$ cat src/rtl/fetch_pkg.sv
// Shared widths, PC step and queue entry type for the instruction-fetch front end.
package fetch_pkg;

  localparam int unsigned INSTR_W = 32;
  localparam int unsigned ADDR_W  = 32;

  localparam logic [ADDR_W-1:0] PC_INC           = 32'd4;
  localparam logic [ADDR_W-1:0] DEFAULT_RESET_PC = 32'h0000_0000;

  typedef struct packed {
    logic [INSTR_W-1:0] instr;
    logic [ADDR_W-1:0]  pc;
  } fetch_entry_t;

endpackage

$ cat src/rtl/fetch_queue.sv
// Synchronous FIFO of fetched {instr, pc} entries; flush beats push/pop.
module fetch_queue
  import fetch_pkg::*;
#(
  parameter int unsigned DEPTH = 4
) (
  input  logic                     clk,
  input  logic                     reset,
  input  logic                     flush,
  input  logic                     push,
  input  fetch_entry_t             push_entry,
  input  logic                     pop,
  output fetch_entry_t             head,
  output logic                     empty,
  output logic [$clog2(DEPTH):0]   occupancy
);

  localparam int unsigned PTR_W = $clog2(DEPTH);
  localparam int unsigned CNT_W = PTR_W + 1;

  fetch_entry_t     mem_q [DEPTH];
  logic [PTR_W-1:0] rd_ptr_q;
  logic [PTR_W-1:0] wr_ptr_q;
  logic [CNT_W-1:0] count_q;
  logic             do_pop;

  assign do_pop    = pop && (count_q != '0);
  assign empty     = (count_q == '0);
  assign occupancy = count_q;
  // Zero the head while empty so stale storage never leaks onto the outputs.
  assign head      = empty ? '0 : mem_q[rd_ptr_q];

  always_ff @(posedge clk) begin
    if (reset || flush) begin
      rd_ptr_q <= '0;
      wr_ptr_q <= '0;
      count_q  <= '0;
    end else begin
      if (push) begin
        wr_ptr_q <= wr_ptr_q + PTR_W'(1);
      end
      if (do_pop) begin
        rd_ptr_q <= rd_ptr_q + PTR_W'(1);
      end
      count_q <= count_q + CNT_W'(push) - CNT_W'(do_pop);
    end
  end

  always_ff @(posedge clk) begin
    if (push && !reset && !flush) begin
      mem_q[wr_ptr_q] <= push_entry;
    end
  end

  // The credit scheme upstream must never let a push land on a full queue without a pop.
  assert property (@(posedge clk) disable iff (reset || flush)
    (push && !pop) |-> (count_q != CNT_W'(DEPTH)));

endmodule

$ cat src/rtl/fetch_unit.sv
// Instruction-fetch front end: owns the PC, issues word reads, buffers responses for decode.
module fetch_unit
  import fetch_pkg::*;
#(
  parameter logic [ADDR_W-1:0] RESET_PC = DEFAULT_RESET_PC,
  parameter int unsigned       QDEPTH   = 4
) (
  input  logic               clk,
  input  logic               reset,
  output logic [ADDR_W-1:0]  inst_addr,
  output logic               imem_req,
  input  logic [INSTR_W-1:0] instr,
  output logic               out_valid,
  input  logic               out_ready,
  output logic [INSTR_W-1:0] out_instr,
  output logic [ADDR_W-1:0]  out_pc,
  input  logic               redirect,
  input  logic [ADDR_W-1:0]  redirect_pc
);

  localparam int unsigned CNT_W = $clog2(QDEPTH) + 1;

  logic [ADDR_W-1:0] fetch_pc_q;
  logic [ADDR_W-1:0] pending_pc_q;
  // Set only for the cycle a live response is due; clearing it is how a flush kills it.
  logic              inflight_q;
  logic [CNT_W-1:0]  occupancy;
  logic [CNT_W-1:0]  credits_used;
  logic              issue;
  logic              queue_empty;
  logic              pop;
  fetch_entry_t      push_entry;
  fetch_entry_t      head;

  // Registered counts only: a pop this cycle does not free a credit until next cycle.
  assign credits_used = occupancy + CNT_W'(inflight_q);
  assign issue        = !reset && !redirect && (credits_used < CNT_W'(QDEPTH));
  assign imem_req     = issue;
  assign inst_addr    = fetch_pc_q;

  always_ff @(posedge clk) begin
    if (reset) begin
      fetch_pc_q   <= RESET_PC;
      pending_pc_q <= '0;
      inflight_q   <= 1'b0;
    end else if (redirect) begin
      fetch_pc_q <= {redirect_pc[ADDR_W-1:2], 2'b00};
      inflight_q <= 1'b0;
    end else begin
      inflight_q <= issue;
      if (issue) begin
        fetch_pc_q   <= fetch_pc_q + PC_INC;
        pending_pc_q <= fetch_pc_q;
      end
    end
  end

  assign push_entry = '{instr: instr, pc: pending_pc_q};
  assign pop        = out_valid && out_ready && !redirect;

  fetch_queue #(
    .DEPTH (QDEPTH)
  ) u_queue (
    .clk        (clk),
    .reset      (reset),
    .flush      (redirect),
    .push       (inflight_q),
    .push_entry (push_entry),
    .pop        (pop),
    .head       (head),
    .empty      (queue_empty),
    .occupancy  (occupancy)
  );

  assign out_valid = !queue_empty;
  assign out_instr = head.instr;
  assign out_pc    = head.pc;

endmodule

$ cat config.mk
export PLATFORM = sky130hd
export DESIGN_NAME = fetch_unit
export DESIGN_NICKNAME = d
export VERILOG_FILES = /design/src/rtl/fetch_pkg.sv /design/src/rtl/fetch_queue.sv /design/src/rtl/fetch_unit.sv
export SDC_FILE = /design/constraint.sdc
export NUM_CORES = 1
export LEC_CHECK = 0
export ABC_AREA = 1
export CAP_MARGIN = 5
export CORE_ASPECT_RATIO = 1.4
export CORE_MARGIN = 1
export CORE_UTILIZATION = 55
export DETAILED_ROUTE_END_ITERATION = 7
export HOLD_SLACK_MARGIN = 0.02
export PLACE_DENSITY = 0.85
export RECOVER_POWER = 50
export SYNTH_ARGS = -nofsm -noshare
export SYNTH_HDL_FRONTEND = slang
export SYNTH_SLANG_ARGS = --single-unit
$ cat constraint.sdc
create_clock -name clk -period 4.6 [get_ports clk]
set_input_delay 0.69 -clock clk [delete_from_list [all_inputs] [get_ports clk]]
set_output_delay 0.69 -clock clk [all_outputs]
set_load 0.03 [all_outputs]
==> reports/results.tsv <==
metric	value	unit
Main synth FF type	edfxtp_1	
largest net degree at the start of global routing	69	
Vias	9680	
gr ovfl total	0	
final cell count without fillers	1762	
area growth from synthesis to layout	20.59	%
Ports	166	
share of the synthesized area in the top cell type	56.21	%
RSZ-0062 raised after global routing	no	
WL final	28920	um
diode count	0	
Starting Density	56.49	%
root buffer cell	clkbuf_16	
I/O Buffers	159	
Die Wd	133.2	um
final design utilization	68.12	%
Mean Syn Cell Area	10.24	um^2
antenna violations before repair	0	
Hold Path Cell Cnt	2	
all-layer global routing usage	23.10	%
combinational group share of total power	6.5	%
hold crit path type	reg2reg	
Tcrit/Tclk final	85.63	%
status	completed	
detailed-route wire length per cell	16.41	um
most frequent cell after synthesis	nor2_1	
CP endpoint kind	primary output	
synth unique cells	32	
Seq/Total Area, Yosys	66.79	%
maxcap violations	0	
Worst-Skew Late Latency	0.54	ns
Fin Clk Skew	0.01031	ns
Slew headroom	7.608	%
switch share	21.51	%
Gate Count Post-Synth	1294	
WP data arrival	3.25	ns
Worst-path clk slew	0.06	ns
core area	0.02345	mm^2
FMAX	253.9	MHz
placed cells	1710	
worst reg-to-reg setup slack	1.81	ns
first-pass GRT wire length	44910	um
Max VDD drop	0.0003171	V
Post-Layout Inst Area	0.01598	mm^2
area post-placement	0.01508	mm^2
post-CTS resize count	0	
Finish-stage setup viols	0	
DPL Wire Length	17450	um
ys async rst share	0	%
Sequential Power Share	54.7	%
Remaining DRCs	0	
Post-synth EDFFs	248	
Rows	66	
leakage power total	5.717	nW
# hold bufs at CTS	0	
worst hold start	u_queue.rd_ptr_q[1]$_SDFFE_PP0N_	
CP Class	in2out	
H-tree levels	1	
Hold Vio Cnt, Final	0	
CTS tree	done	
Via density	5.494	
R2R depth	12	
Tmin final	3.939	ns
Final #Nets	1511	
clk buf depth	3	
synth top area cells	edfxtp_1, dfxtp_1, nor2_1	
initial drt markers	550	
Die Span Y	185.6	um
worst r2r src	inflight_q$_SDFF_PP0_	
Setup TNS	0	ns
Syn. warnings	0	
share of cells above drive strength 1	6.662	%
switching pwr	1.251	mW
gp weighted congestion	0.9096	
power per standard cell area	363.9	mW/mm^2
TritonCTS sink count	318	
Pwr Total	5.814	mW
Yosys reg bits	318	
internal power	4.563	mW
reg2reg end	inst_addr[16]$_SDFFE_PP0P_	
Slew Limit Fails	0	
synthesized cell area	0.01325	mm^2
Die ar.	0.02472	mm^2
vias in the first global route	9220	
Num CTS Buffers	28	
Setup Buffers After CTS	0	
Crit Path Max Fanout	25	
top cells by count, synth	nor2_1, edfxtp_1, o21ai_0	
Clk network pwr share	38.8	%
DR pass1 iterations	6	
Worst Max-Slew Pin Slew	1.386	ns
startpoint class of the critical path	input port	
remaining antenna violation count after routing	0	
CP required	3.91	ns
largest area contributor in the netlist	edfxtp_1	
-- registers in the layout, summed over array words and instances (netlist names), named ones only --
signal,cells
u_queue.mem_q,248
inst_addr,30
pending_pc_q,30
u_queue.occupancy,3
u_queue.rd_ptr_q,2
u_queue.wr_ptr_q,2
inflight_q,1
-- metal layers --
| metal | vias up | global-route usage (%) | part of all wire (%) |
|---|---|---|---|
| met4 | 0 | 8.545 | 2.5 |
| met1 | 4554 | 26.34 | 37 |
| met2 | 391 | 44.06 | 53 |
| met5 | - | 0 | 0 |
| met3 | 68 | 2.832 | 7.2 |
| li1 | 4667 | - | - |
-- layout by cell type (no fill, tap or decap), types with 2 or more instances in the layout --
cell and instances:
nor2_4 9, nand2_1 142, nor3_1 2, a31oi_1 4, conb_1 4, nand4_1 4, a31o_2 10, buf_4 16
clkinv_2 5, o211ai_1 4, clkbuf_16 30, inv_4 2, dlygate4sd3_1 33, nand2_2 3, nand3b_1 5, clkinv_4 2
clkinvlp_4 2, xor2_1 3, nor2_1 316, o21ai_1 12, nor2_2 4, clkbuf_1 8, a21oi_1 72, nand3_1 60
inv_2 4, clkdlybuf4s50_1 126, clkbuf_8 2, inv_1 82, ha_1 9, edfxtp_1 248, o21ai_0 155, dfxtp_1 68
-- how the worst max path moves through the flow --
stage,end,slack [ns],from,cells after the start
floorplan,u_queue.mem_q[0][10]$_DFFE_PP_,0.40,reset,4
global route,imem_req,0.50,reset,6
finish,imem_req,0.66,reset,6
global placement,imem_req,1.19,reset,6
CTS,out_pc[23],1.00,flip-flop,5
detailed placement,imem_req,1.18,reset,6
-- power by group through the flow --
stage	registers (mW)	clock network, mW	logic, mW
global placement	3.23	0	0.379
global route	3.18	2.41	0.412
CTS	3.18	2.29	0.388
detailed placement	3.24	0	0.385
finish	3.18	2.26	0.380
floorplan	3.26	0	0.184
-- metrics by stage --
stage               hold slack [ns]  setup WS (ns)
global placement             0.4421          1.186
global route                 0.5138         0.4968
floorplan                    0.4356         0.4028
detailed placement           0.4502          1.179
CTS                          0.4680          1.001
finish                       0.4697         0.6610
-- layout make-up --
type                    instances  area (um^2)
flip-flops and latches        318         8853
repair buffers                177         1719
multi-input cells             823         3789
clock inverters                14        108.9
well taps                     306        382.9
inverters                      86        322.8
clock buffers                  38        800.8
fillers                      1706         7476
-- logic make-up after synthesis --
kind of cell / synth area share, %
AOI/OAI and AO/OA: 10.10
xor gates and xnor gates: 0.2645
adders and majority gates: 0.8500
buffers and inverters: 4.920
DFF: 66.79
other: 0.02830
and+or+nand+nor: 17.05
-- critical path: stages --
cell and delay [ns]:
clkdlybuf4s50_1 0.39, clkbuf_1 0.35, nor2_1 0.53, nand3_4 0.12, inv_2 0.40, clkdlybuf4s50_1 0.77
Note: power is estimated with default switching activity, not from simulation.
